File: src/rtl/cpu_pkg.sv
// Shared constants and FSM state type for the instruction-fetch stage.
package cpu_pkg;

  localparam int          INSTR_W    = 32;
  localparam logic [31:0] RESET_PC   = 32'd0;
  localparam logic [31:0] HALT_PC    = 32'd100;
  localparam int          IMEM_DEPTH = 1024;

  typedef enum logic [1:0] {
    RUN      = 2'd0,
    REDIRECT = 2'd1,
    HALT     = 2'd2
  } fetch_state_e;

endpackage

File: src/rtl/fetch_sequencer_if.sv
// Bundle between the fetch sequencer (master) and the pipeline/memory side (slave).
interface fetch_sequencer_if #(parameter int AW = 10);

  logic          stall;
  logic          branch_taken;
  logic [31:0]   branch_target;
  logic [AW-1:0] imem_addr;
  logic          imem_rd_en;
  logic [31:0]   pc;
  logic [31:0]   pc_out;
  logic [31:0]   pc_plus4;
  logic          fetch_valid;
  logic          if_id_flush;
  logic          halted;
  logic          target_err;

  modport master (
    input  stall, branch_taken, branch_target,
    output imem_addr, imem_rd_en, pc, pc_out, pc_plus4,
           fetch_valid, if_id_flush, halted, target_err
  );

  modport slave (
    output stall, branch_taken, branch_target,
    input  imem_addr, imem_rd_en, pc, pc_out, pc_plus4,
           fetch_valid, if_id_flush, halted, target_err
  );

endinterface

File: src/rtl/fetch_next_pc.sv
// Next-PC selection and branch-target validity check for the fetch sequencer.
module fetch_next_pc #(
  parameter logic [31:0] HALT_PC    = cpu_pkg::HALT_PC,
  parameter int          IMEM_DEPTH = cpu_pkg::IMEM_DEPTH
) (
  input  cpu_pkg::fetch_state_e i_state,
  input  logic [31:0]           i_pc,
  input  logic                  i_stall,
  input  logic                  i_branchTaken,
  input  logic [31:0]           i_branchTarget,
  output logic [31:0]           o_nextPc,
  output logic                  o_atEnd,
  output logic                  o_takeBranch,
  output logic                  o_badTarget,
  output logic                  o_advance
);
  import cpu_pkg::*;

  localparam logic [31:0] IMEM_BYTES = 32'(IMEM_DEPTH * 4);

  logic w_active;

  // Priority: end-of-program halt beats a branch, a branch beats stall.
  always_comb begin
    w_active     = (i_state != HALT);
    o_atEnd      = w_active && (i_pc == HALT_PC);
    o_badTarget  = (i_branchTarget[1:0] != 2'b00) || (i_branchTarget >= IMEM_BYTES);
    o_takeBranch = w_active && !o_atEnd && i_branchTaken;
    o_advance    = w_active && !o_atEnd && !i_branchTaken && !i_stall;
    o_nextPc     = i_pc;
    if (o_takeBranch && !o_badTarget) begin
      o_nextPc = i_branchTarget;
    end else if (o_advance) begin
      o_nextPc = i_pc + 32'd4;
    end
  end

endmodule

File: src/rtl/fetch_sequencer.sv
// IF-stage sequencer: owns the PC, drives the synchronous instruction memory
// and qualifies its output, flushing IF/ID on redirects and halting cleanly.
module fetch_sequencer #(
  parameter logic [31:0] RESET_PC   = cpu_pkg::RESET_PC,
  parameter logic [31:0] HALT_PC    = cpu_pkg::HALT_PC,
  parameter int          IMEM_DEPTH = cpu_pkg::IMEM_DEPTH,
  parameter int          AW         = $clog2(IMEM_DEPTH)
) (
  input  logic              clk,
  input  logic              reset,
  fetch_sequencer_if.master bus
);
  import cpu_pkg::*;

  fetch_state_e r_state, w_stateNext;
  logic [31:0]  r_pc, r_pcOut, r_pcPlus4;
  logic         r_fetchValid, r_ifIdFlush, r_halted, r_targetErr;

  logic [31:0]  w_nextPc;
  logic         w_atEnd, w_takeBranch, w_badTarget, w_advance;

  fetch_next_pc #(
    .HALT_PC    (HALT_PC),
    .IMEM_DEPTH (IMEM_DEPTH)
  ) u_nextPc (
    .i_state        (r_state),
    .i_pc           (r_pc),
    .i_stall        (bus.stall),
    .i_branchTaken  (bus.branch_taken),
    .i_branchTarget (bus.branch_target),
    .o_nextPc       (w_nextPc),
    .o_atEnd        (w_atEnd),
    .o_takeBranch   (w_takeBranch),
    .o_badTarget    (w_badTarget),
    .o_advance      (w_advance)
  );

  always_ff @(posedge clk or posedge reset) begin
    if (reset) r_state <= RUN;
    else       r_state <= w_stateNext;
  end

  always_comb begin
    w_stateNext = r_state;
    unique case (r_state)
      RUN, REDIRECT: begin
        if (w_atEnd)           w_stateNext = HALT;
        else if (w_takeBranch) w_stateNext = w_badTarget ? HALT : REDIRECT;
        else if (w_advance)    w_stateNext = RUN;
      end
      HALT:    w_stateNext = HALT;
      default: w_stateNext = HALT;
    endcase
  end

  // A stalled cycle leaves pc_out/fetch_valid alone so the memory output stays presented.
  always_ff @(posedge clk or posedge reset) begin
    if (reset) begin
      r_pc         <= RESET_PC;
      r_pcOut      <= 32'd0;
      r_pcPlus4    <= 32'd4;
      r_fetchValid <= 1'b0;
      r_ifIdFlush  <= 1'b0;
      r_halted     <= 1'b0;
      r_targetErr  <= 1'b0;
    end else begin
      r_pc        <= w_nextPc;
      r_ifIdFlush <= w_takeBranch;
      if (w_advance) begin
        r_pcOut      <= r_pc;
        r_pcPlus4    <= r_pc + 32'd4;
        r_fetchValid <= 1'b1;
      end else if (r_state == HALT || w_atEnd || w_takeBranch) begin
        r_fetchValid <= 1'b0;
      end
      if (w_atEnd || (w_takeBranch && w_badTarget)) r_halted <= 1'b1;
      if (w_takeBranch && w_badTarget)              r_targetErr <= 1'b1;
    end
  end

  assign bus.imem_addr   = r_pc[AW+1:2];
  assign bus.imem_rd_en  = w_advance;
  assign bus.pc          = r_pc;
  assign bus.pc_out      = r_pcOut;
  assign bus.pc_plus4    = r_pcPlus4;
  assign bus.fetch_valid = r_fetchValid;
  assign bus.if_id_flush = r_ifIdFlush;
  assign bus.halted      = r_halted;
  assign bus.target_err  = r_targetErr;

endmodule

File: src/flat_wrapper.sv
// flat-port wrapper written by rule: the top's interface ports become plain ports
module fetch_sequencer_flat import cpu_pkg::*;
#(
  parameter logic [31:0] RESET_PC   = cpu_pkg::RESET_PC,
  parameter logic [31:0] HALT_PC    = cpu_pkg::HALT_PC,
  parameter int          IMEM_DEPTH = cpu_pkg::IMEM_DEPTH,
  parameter int          AW         = $clog2(IMEM_DEPTH)
)
  (clk, reset, bus_stall, bus_branch_taken, bus_branch_target, bus_imem_addr, bus_imem_rd_en, bus_pc, bus_pc_out, bus_pc_plus4, bus_fetch_valid, bus_if_id_flush, bus_halted, bus_target_err);
  fetch_sequencer_if #(.AW(AW)) bus_i ();
  input  logic clk;
  input  logic reset;
  input wire logic [$bits(bus_i.stall)-1:0] bus_stall;
  input wire logic [$bits(bus_i.branch_taken)-1:0] bus_branch_taken;
  input wire logic [$bits(bus_i.branch_target)-1:0] bus_branch_target;
  output wire logic [$bits(bus_i.imem_addr)-1:0] bus_imem_addr;
  output wire logic [$bits(bus_i.imem_rd_en)-1:0] bus_imem_rd_en;
  output wire logic [$bits(bus_i.pc)-1:0] bus_pc;
  output wire logic [$bits(bus_i.pc_out)-1:0] bus_pc_out;
  output wire logic [$bits(bus_i.pc_plus4)-1:0] bus_pc_plus4;
  output wire logic [$bits(bus_i.fetch_valid)-1:0] bus_fetch_valid;
  output wire logic [$bits(bus_i.if_id_flush)-1:0] bus_if_id_flush;
  output wire logic [$bits(bus_i.halted)-1:0] bus_halted;
  output wire logic [$bits(bus_i.target_err)-1:0] bus_target_err;
  assign bus_i.stall = bus_stall;
  assign bus_i.branch_taken = bus_branch_taken;
  assign bus_i.branch_target = bus_branch_target;
  assign bus_imem_addr = bus_i.imem_addr;
  assign bus_imem_rd_en = bus_i.imem_rd_en;
  assign bus_pc = bus_i.pc;
  assign bus_pc_out = bus_i.pc_out;
  assign bus_pc_plus4 = bus_i.pc_plus4;
  assign bus_fetch_valid = bus_i.fetch_valid;
  assign bus_if_id_flush = bus_i.if_id_flush;
  assign bus_halted = bus_i.halted;
  assign bus_target_err = bus_i.target_err;
  fetch_sequencer #(.RESET_PC(RESET_PC), .HALT_PC(HALT_PC), .IMEM_DEPTH(IMEM_DEPTH), .AW(AW)) u_core (.clk(clk), .reset(reset), .bus(bus_i));
endmodule
File: config.mk
export PLATFORM = sky130hd
export DESIGN_NAME = fetch_sequencer_flat
export DESIGN_NICKNAME = d
export VERILOG_FILES = /design/src/rtl/cpu_pkg.sv /design/src/rtl/fetch_sequencer_if.sv /design/src/rtl/fetch_next_pc.sv /design/src/rtl/fetch_sequencer.sv /design/src/flat_wrapper.sv
export SDC_FILE = /design/constraint.sdc
export NUM_CORES = 1
export LEC_CHECK = 0
export ABC_AREA = 1
export BUFFER_PORTS_ARGS = -buffer_cell sky130_fd_sc_hd__buf_4
export CORE_ASPECT_RATIO = 0.9
export CORE_MARGIN = 8
export CORE_UTILIZATION = 40
export CTS_CLUSTER_SIZE = 14
export DETAILED_ROUTE_END_ITERATION = 8
export PLACE_DENSITY_LB_ADDON = 0.3
export SKIP_CTS_REPAIR_TIMING = 1
export SLEW_MARGIN = 20
export SYNTH_ARGS = -nofsm -noshare
export SYNTH_HDL_FRONTEND = slang
export SYNTH_SLANG_ARGS = --single-unit
File: constraint.sdc
create_clock -name clk -period 6.45 [get_ports clk]
set_input_delay 0.645 -clock clk [delete_from_list [all_inputs] [get_ports clk]]
set_output_delay 0.645 -clock clk [all_outputs]
set_load 0.01 [all_outputs]
==> results of run 1 <==
-- registers in the layout (all words and copies together), names as in the netlist --
signal / count
u_core.bus.pc: 32
u_core.bus.target_err: 1
u_core.bus.if_id_flush: 1
u_core.bus.pc_plus4: 32
u_core.r_state: 2
u_core.bus.halted: 1
u_core.bus.pc_out: 30
u_core.bus.fetch_valid: 1
-- layout by cell type, fill, tap and decap left out, types with 9 or more instances in the layout --
master and n:
inv_1 40, nand4_1 16, buf_4 148, inv_2 14, clkbuf_16 9, xor2_1 20, nor2_1 53, nand3_1 63
nand2_1 208, nor3_1 9, dfrtp_1 99, o21ai_0 33
-- stage by stage --
step	utilization, %	area (sq um)	setup WS (ns)
2_1_floorplan	-	4862	3.188
3_3_place_gp	49.77	5963	3.935
3_5_place_dp	49.77	5963	3.887
4_1_cts	52.44	6284	3.804
5_1_grt	52.47	6287	3.616
6_report	52.47	6287	3.809
-- area by class of cell --
type / instances / area (sq um) / area share [%]
clock buffer: 12 / 246.5 / 3.920
clock inverter: 4 / 73.82 / 1.174
inverter: 56 / 215.2 / 3.423
multi-input combinational: 419 / 1926 / 30.63
timing repair buffer: 149 / 1122 / 17.85
tap: 160 / 200.2 / 3.184
sequential: 100 / 2504 / 39.82
-- logic make-up after synthesis --
| logic type | Yosys count | synth area share (%) |
|---|---|---|
| AO/OA/AOI/OAI | 38 | 4.040 |
| XOR/XNOR | 20 | 3.603 |
| adder cells (fa/ha/maj) | 2 | 0.5146 |
| buffers and inverters | 91 | 9.084 |
| flip-flops | 100 | 51.49 |
| AND/OR/NAND/NOR | 359 | 31.27 |
-- cell usage after synthesis --
master / number
o31ai_1: 1
nand4_1: 16
nand3b_1: 2
ha_1: 2
dfrtp_1: 99
o21ai_1: 2
buf_2: 12
nand4_2: 1
xor2_1: 20
buf_6: 2
inv_2: 14
nor3_1: 9
buf_4: 18
nor2_4: 1
nand3_1: 63
nor4_1: 2
nand3_2: 1
dfstp_2: 1
clkbuf_1: 3
nor2_2: 2
o21ai_2: 1
nand2_1: 208
nor2_1: 53
nand2_2: 1
inv_1: 41
inv_4: 1
a21oi_1: 1
o21ai_0: 33
-- where the power goes --
part           total (mW)  switching, mW  leakage, nW  internal, mW
Clock               0.582          0.231        0.157         0.351
Combinational      0.0327         0.0179         2.00        0.0148
Sequential          0.627              0         1.38         0.627
Total                1.24          0.249         3.53         0.993
-- worst paths after layout --
path,start,endpoint,slack (ns),depth (start not counted)
worst max-delay path,u_core.bus.pc[2]$_DFFE_PP0P_,bus_imem_rd_en,3.81,9
worst min-delay path,reset,u_core.bus.pc[2]$_DFFE_PP0P_,0.39,2
worst max register to register,u_core.bus.pc[5]$_DFFE_PP0P_,u_core.bus.pc_out[19]$_DFFE_PP0P_,4.18,8
worst min register to register,u_core.bus.pc_plus4[2]$_DFFE_PP1P_,u_core.bus.pc_plus4[2]$_DFFE_PP1P_,0.47,2
max in group asynchronous,reset,u_core.bus.pc[6]$_DFFE_PP0P_,4.98,3
min in group clk,u_core.bus.pc_plus4[2]$_DFFE_PP1P_,u_core.bus.pc_plus4[2]$_DFFE_PP1P_,0.47,2
-- routing by layer --
layer,part of all wire [%],global-route usage (%)
met5,0,0
met4,1.5,5.953
met3,6.3,3.814
met2,47,28.74
met1,45,24.36
==> run_results.csv, run 1 <==
group,metric,value,unit
setup_path,path_class,"flop to output port",
power,peakVddDrop,131.1,uV
timing,period_minus_slack,2.641,ns
cts,numCtsBuffers,9,
place,hpwl,10590,um
detailed_routing,routed_wl,14140,um
setup_path,cp_cell_sequence,"ha_1, nand3_1, inv_1, nand2_1, nor2_1, nand2_1, nand4_4, inv_4, buf_4",
timing,finalCritPeriodShare,40.95,%
timing,rsz0062_at_grt,"false",
setup_path,worst_path_most_repeated_cell,"nand2_1",
grt,grt_start_max_net_pins,129,
job,maxCapViolations,0,
detailed_routing,drt_iter0_markers,312,
finish,instances_no_fill,900,
finish,syn_to_final_growth,29.31,%
yosys,ys_ff_latch,100,
cts,cts-root-buf,"clkbuf_16",
setup_path,critPathTopFamily,"buffers and inverters",
power,power_density,197.4,mW/mm^2
grt,grt_pass1_wl,23630,um
timing,whs,0.3929,ns
timing,slew_headroom,42.50,%
grt,grt_pass1_vias,4495,
detailed_routing,viasPerCell,4.913,
yosys,yosysTopAreaCellShare,50.95,%
power,p_leak,3.534,nW
cts,cts.sinks,100,
floorplan,die-width,132.2,um
timing,hold_viol,0,
detailed_routing,wire_per_inst,15.71,um
yosys,synth_seq_area_share,51.49,%
place,gp_congestion,0.8784,
place,io_buffer_count,146,
setup_path,path_max_fanout,30,
floorplan,dieArea,0.01594,sq mm
grt,track_usage,18.11,%
yosys,yosysTopAreaCell,"dfrtp_1",
detailed_routing,ant_nets,0,
floorplan,rows,38,
place,place_inst,884,
yosys,synth.area.top_cells,"dfrtp_1 (51%), nand2_1 (16%), nand3_1 (6.5%), nor2_1 (4.1%), xor2_1 (3.6%)",
hold_path,hold_path_class,"input port to asynchronous set/reset pin",
grt,grt_overflow,0,
timing,fin_skew,0.007908,ns
finish,layout-drive-gt1-share,25.27,%
yosys,syn_area,0.004862,sq mm
cts,cts_buffer_depth,2,
finish,diodes,0,
floorplan,ios,147,
timing,tns,0,ns
timing,slew_violations,0,
timing,worstMarginPinSlew,0.8594,ns
power,p_total,1.241,mW
detailed_routing,vias,4422,
yosys,ys_types,28,
detailed_routing,drc,0,
yosys,synth_area_per_cell,7.971,sq um
detailed_routing,first_pass_iters,4,
cts,clkSlewWorstSetupHoldPaths,0.06,ns
yosys,yosys_warnings,0,
finish,fillers,1181,
cts,cts_tree,"built",
cts,h-tree-depth,3,
yosys,postSynthNetCount,648,
timing,setup_violations,0,
timing,fmax,0.3786,GHz
grt,antenna_found_initial,0,
setup_path,end_kind,"output port",
yosys,syn_inst,610,
cts,clock_latency,0.34,ns
setup_path,crit_slowest_cell,"dfrtp_1",
setup_path,start_kind,"flop",
finish,nets,773,
floorplan,initial_core_util,40.58,%
setup_path,required,5.80,ns
setup_path,cp_num_buf_inv,3,
run_status,status,"finished, final reports clean",
setup_path,cp.arrival,2.00,ns
setup_path,cpPeakStageDelay,0.47,ns
floorplan,core-area,0.01198,sq mm
floorplan,die_h,120.6,um
No activity file was read; power rests on OpenSTA's default activity.
==> run 2: changes to the inputs <==
ABC_AREA = 0   (was 1)
clock period = 2.5 ns   (was 6.45 ns; I/O delays follow)
==> run 2 against run 1 <==
  * The flow now finishes with violations (hold timing)
  * Area after synthesis decreased by 2.6%
  * First-iteration DRC count up 32%
  * Clock power rose by 140%
  * Via count down 15%
  * Critical path type unchanged
  * Critical endpoint unchanged
  * Largest cell class unchanged
==> run_results.csv, run 2 <==
group,metric,value,unit
finish,syn_to_final_growth,34.42,%
setup_path,start_kind,"flop",
setup_path,crit_slowest_cell,"dfrtp_1",
timing,finalCritPeriodShare,93.46,%
yosys,ys_types,49,
yosys,yosys_warnings,0,
yosys,ys_ff_latch,100,
power,p_sw_share,21.97,%
timing,period_minus_slack,2.336,ns
finish,seq_area,0.002504,sq mm
cts,clkSlewWorstSetupHoldPaths,0.07,ns
power,pwr-share-clk,44.3,%
timing,fmax,0.4280,GHz
setup_path,path_class,"flop to output port",
detailed_routing,viasPerCell,5.168,
yosys,synth_edf_count,0,
setup_path,cp_cell_sequence,"inv_1, ha_1, nor4b_2, nand4_1, o211ai_4, buf_12, inv_2, buf_4",
detailed_routing,ant_nets,0,
detailed_routing,first_pass_iters,4,
yosys,synth_area_per_cell,11.23,sq um
setup_path,cp_num_buf_inv,4,
setup_path,path_max_fanout,19,
yosys,syn_inst,422,
detailed_routing,drc,0,
finish,nets,607,
run_status,status,"finished with violations",
setup_path,cpPeakStageDelay,0.38,ns
floorplan,die_h,119.2,um
yosys,synth_seq_area_share,52.85,%
cts,clock_latency,0.35,ns
timing,rsz0062_at_grt,"false",
cts,h-tree-depth,3,
finish,diodes,0,
floorplan,ios,147,
finish,mostFrequentLayoutCell,"buf_4",
finish,layout-drive-gt1-share,41.29,%
floorplan,initial_core_util,41.26,%
grt,track_usage,16.66,%
yosys,async_flop_share,100.0,%
power,p_leak,3.216,nW
hold_path,hold_path_class,"input port to asynchronous set/reset pin",
power,peakVddDrop,465.9,uV
detailed_routing,routed_wl,13040,um
setup_path,required,2.25,ns
timing,hold_viol,10,
grt,grt_overflow,0,
floorplan,dieArea,0.01559,sq mm
cts,cts-root-buf,"clkbuf_16",
grt,grt_pass1_wl,20730,um
place,gp_congestion,0.8257,
yosys,syn_area,0.004737,sq mm
detailed_routing,wire_per_inst,17.86,um
timing,slew_headroom,57.53,%
yosys,yosysTopAreaCell,"dfrtp_1",
timing,whs,-0.006697,ns
timing,setup_violations,0,
setup_path,worst_r2r_path_depth,8,
setup_path,end_kind,"output port",
finish,fillers,1029,
timing,worstMarginPinSlew,0.6337,ns
setup_path,cp.arrival,2.09,ns
place,place_inst,710,
place,io_buffer_count,146,
yosys,synth_common_cells,"dfrtp_1 (99), nand2_1 (42), mux2_2 (29)",
floorplan,rows,37,
timing,fin_skew,0.01058,ns
power,p_int,2.469,mW
cts,cts.sinks,100,
setup_path,setup.worst_path.start,"u_core.bus.pc[3]$_DFFE_PP0P_",
floorplan,die-width,130.7,um
detailed_routing,vias,3773,
floorplan,core-area,0.01148,sq mm
timing,slew_violations,0,
yosys,yosysMostFrequentCell,"dfrtp_1",
grt,grt_start_max_net_pins,60,
setup_path,critPathTopFamily,"buffers and inverters",
grt,antenna_found_initial,0,
cts,numCtsBuffers,9,
yosys,postSynthNetCount,460,
finish,multiInputGateArea,0.001952,sq mm
power,power_density,496.9,mW/mm^2
yosys,synth.area.top_cells,"dfrtp_1 (52%), mux2_2 (6.9%), xor2_1 (3.7%), nand2_1 (3.3%), o2bb2ai_1 (3.1%)",
setup_path,cp_num_cells,8,
power,p_switching,695.2,uW
finish,instances_no_fill,730,
detailed_routing,drt_iter0_markers,411,
yosys,synth_flop_cell,"dfrtp_1",
yosys,yosysTopAreaCellShare,52.30,%
power,p_total,3.164,mW
finish,final_cell_mix,"buf_4 (171), dfrtp_1 (99), nand2_1 (42)",
power,combinationalPowerShare,4.2,%
place,hpwl,9627,um
timing,tns,0,ns
power,seq_power_share,51.4,%
run_status,violations,"hold timing",
cts,cts_tree,"built",
job,maxCapViolations,0,
setup_path,rr_startpoint,"u_core.bus.pc[3]$_DFFE_PP0P_",
cts,cts_buffer_depth,2,
grt,grt_pass1_vias,3843,
run 2: changes by cell type after synthesis, moves of 7 or more:
cell and change:
nand2_1 -166, nand3_1 -41, inv_1 -35, nor2_1 -35
mux2_2 +29, o2bb2ai_1 +17, inv_2 -13, o21ai_0 -11
nor4_1 +10, a21o_1 +9, nand4_1 -9, o21ai_1 +8
xnor2_1 +7
run 2: path summary, 6_finish.rpt:
| kind | endpoint | slack (ns) |
|---|---|---|
| hold / removal | u_core.bus.pc_plus4[25]$_DFFE_PP0P_ | -0.007 |
| max in group asynchronous | u_core.bus.pc_plus4[2]$_DFFE_PP1P_ | 2.02 |
| min in group clk | u_core.bus.pc[9]$_DFFE_PP0P_ | 0.11 |
| setup / recovery | bus_imem_rd_en | 0.16 |
| hold reg to reg | u_core.bus.halted$_DFFE_PP0P_ | 0.48 |
| setup reg to reg | u_core.bus.pc_out[25]$_DFFE_PP0P_ | 0.27 |
run 2: cell type report:
class	count	area share [%]
clock buffers	9	3.537
clock inverters	7	1.140
inverters	7	0.4716
multi-input cells	275	30.65
flip-flops and latches	100	39.32
well taps	156	3.065
repair buffers	176	21.81
run 2: per-layer routing:
| layer | vias to the layer above | share of wire, % | GRT usage [%] |
|---|---|---|---|
| met1 | 1851 | 45 | 22.22 |
| met5 | - | 0 | 0 |
| li1 | 1791 | - | - |
| met2 | 119 | 47 | 26.01 |
| met4 | 0 | 1.1 | 4.158 |
| met3 | 12 | 7.3 | 4.773 |
run 2: worst min-delay path, cell delays in order:
cell and delay, ns:
buf_4 0.12, clkinvlp_4 0.08, buf_12 0.28
run 2: power by group through the flow:
stage	clock [mW]	sequential, mW	combinational [mW]
finish	1.40	1.63	0.134
global route	1.48	1.63	0.147
CTS	1.43	1.63	0.135
detailed placement	0	1.66	0.134
global placement	0	1.66	0.132
floorplan	0	1.66	0.0461
run 2: kinds of logic after synthesis:
group                    synth area share (%)
multiplexers                            6.894
XOR/XNOR                                4.992
AND/OR/NAND/NOR                         17.04
AO/OA/AOI/OAI                           11.44
adder cells (fa/ha/maj)                0.5282
flip-flops                              52.85
buffers and inverters                   6.260
run 2: per-stage QoR:
step	hold slack, ns	setup WS [ns]	utilization, %	cell area [sq um]
floorplan	0.3235	0.4861	-	4741
global route	0.01766	0.02418	55.46	6367
finish	-0.006697	0.1636	55.46	6367
global placement	0.3686	0.2844	52.40	6016
detailed placement	0.3737	0.2575	52.40	6016
CTS	0.006682	-0.07187	54.99	6314
==> run 3: changes to the inputs <==
PLACE_DENSITY = 0.73   (was not set)
PLACE_DENSITY_LB_ADDON = not set   (was 0.3)
==> run 3 against run 2 <==
  * The run now ends clean
  * Critical path depth fell by 2
  * Largest power group unchanged
  * Wire length grew 1.1%
  * Total power is 2.3% higher
  * Highest routed layer unchanged
  * Sequential share of layout area about the same
  * Non-clock buffer count decreased by 1
  * Count of clock-buffer cells in the layout increased by 1
  * Clock power increased by 5%
==> run_results.csv, run 3 (synthesis results as in run 2) <==
group,metric,value,unit
timing,period_minus_slack,2.346,ns
job,maxCapViolations,0,
power,p_total,3.237,mW
cts,cts.sinks,100,
setup_path,end_kind,"output port",
cts,cts_buffer_depth,2,
timing,worstMarginPinSlew,0.5329,ns
timing,slew_headroom,64.48,%
timing,fin_skew,0.006956,ns
detailed_routing,vias,3811,
floorplan,die_h,119.2,um
finish,nets,606,
place,io_buffer_count,146,
finish,diodes,0,
setup_path,worst_r2r_path_depth,6,
finish,multiInputGateArea,0.001952,sq mm
timing,setup_slack,0.1542,ns
floorplan,ios,147,
detailed_routing,wire_per_inst,18.12,um
finish,final_cell_mix,"buf_4 (171), dfrtp_1 (99), nand2_1 (42)",
finish,syn_to_final_growth,34.34,%
timing,finalCritPeriodShare,93.83,%
grt,track_usage,16.65,%
hold_path,hold_path_class,"input port to asynchronous set/reset pin",
grt,antenna_found_initial,0,
place,post-place-ws,0.1300,ns
setup_path,required,2.25,ns
detailed_routing,drt_iter0_markers,331,
setup_path,cp_num_buf_inv,3,
setup_path,path_class,"flop to output port",
finish,finalInstanceArea,0.006364,sq mm
detailed_routing,wl_met3,1040,um
timing,slew_violations,0,
finish,fillers,1009,
power,p_leak,3.208,nW
power,power_density,508.6,mW/mm^2
floorplan,dieArea,0.01559,sq mm
setup_path,cp.arrival,2.10,ns
setup_path,critPathTopFamily,"simple AND/OR/NAND/NOR gates",
detailed_routing,drc,0,
grt,grt_start_max_net_pins,101,
detailed_routing,viasPerCell,5.242,
cts,clkSlewWorstSetupHoldPaths,0.06,ns
place,dpl_cell_area,0.005988,sq mm
detailed_routing,wl_met2,6196,um
grt,grt_overflow,0,
setup_path,rr_endpoint,"u_core.bus.pc_out[18]$_DFFE_PP0P_",
detailed_routing,first_pass_iters,5,
setup_path,cpPeakStageDelay,0.51,ns
grt,grt_pass1_wl,20780,um
run_status,status,"finished, final reports clean",
finish,layout-drive-gt1-share,40.98,%
floorplan,die-width,130.7,um
timing,rsz0062_at_grt,"false",
place,gp_congestion,0.8429,
place,hpwl,9684,um
grt,grt_pass1_vias,3989,
finish,seq_area,0.002504,sq mm
detailed_routing,top_layer,"met4",
detailed_routing,ant_nets,0,
cts,clock_latency,0.34,ns
floorplan,rows,37,
cts,cts-root-buf,"clkbuf_16",
power,peakVddDrop,318.1,uV
setup_path,crit_slowest_cell,"dfrtp_1",
setup_path,path_max_fanout,21,
setup_path,rrSetupSlack,0.26,ns
cts,numCtsBuffers,9,
setup_path,cp_cell_sequence,"nor4b_4, nand4_2, o211ai_4, buf_12, inv_2, buf_4",
timing,fmax,0.4263,GHz
finish,mostFrequentLayoutCell,"buf_4",
floorplan,initial_core_util,41.26,%
timing,hold_viol,0,
setup_path,start_kind,"flop",
timing,setup_violations,0,
floorplan,core-area,0.01148,sq mm
detailed_routing,met1_length,5792,um
detailed_routing,routed_wl,13170,um
finish,final_core_util,55.43,%
setup_path,rr_startpoint,"u_core.bus.pc[18]$_DFFE_PP0P_",
cts,cts_tree,"built",
cts,h-tree-depth,3,
==> run 3: area by class of cell <==
cell class / count / share of cell area (%)
Inverter: 7 / 0.4719
Clock inverter: 4 / 1.180
Tap cell: 156 / 3.067
Timing Repair Buffer: 175 / 21.51
Sequential cell: 100 / 39.34
Clock buffer: 10 / 3.755
Multi-Input combinational cell: 275 / 30.67
==> run 3: routing by layer <==
metal | GRT usage, % | vias to the layer above
li1 | - | 1782
met1 | 22.24 | 1886
met2 | 26.30 | 131
met3 | 4.059 | 12
met4 | 4.516 | 0
met5 | 0 | -
==> run 3: metrics by stage <==
step,cells,setup TNS (ns),hold WS [ns]
after CTS,722,-0.1042,0.09145
final,727,0,0.06979
after detailed placement,708,0,0.4547
after global routing,727,0,0.1045
after global placement,708,0,0.4466
after floorplan,422,0,0.3235
==> run 3: power breakdown <==
group,switching [mW],internal (mW),total (mW)
clock,0.579,0.893,1.47
sequential,0.00388,1.63,1.63
combinational,0.0695,0.0658,0.135
total,0.653,2.58,3.24
==> run 3: how the worst max path moves through the flow <==
stage | from | to | slack (ns) | cells past startpoint
CTS | u_core.bus.pc[3]$_DFFE_PP0P_ | bus_imem_rd_en | -0.10 | 8
floorplan | u_core.bus.pc[2]$_DFFE_PP0P_ | u_core.bus.pc[10]$_DFFE_PP0P_ | 0.49 | 6
detailed placement | u_core.bus.pc[3]$_DFFE_PP0P_ | u_core.bus.pc[11]$_DFFE_PP0P_ | 0.13 | 8
global route | u_core.bus.pc[18]$_DFFE_PP0P_ | bus_imem_rd_en | 0.04 | 6
finish | u_core.bus.pc[18]$_DFFE_PP0P_ | bus_imem_rd_en | 0.15 | 6
global placement | u_core.bus.pc[3]$_DFFE_PP0P_ | u_core.bus.pc_out[14]$_DFFE_PP0P_ | 0.24 | 7
==> run 3: worst register-to-register path: cells and delay by family (launching register included) <==
family / cells / cell delay, ns
simple gates: 2 / 0.57
flops: 1 / 0.51
buf+inv: 2 / 0.39
mux: 1 / 0.38
compound gates: 1 / 0.28
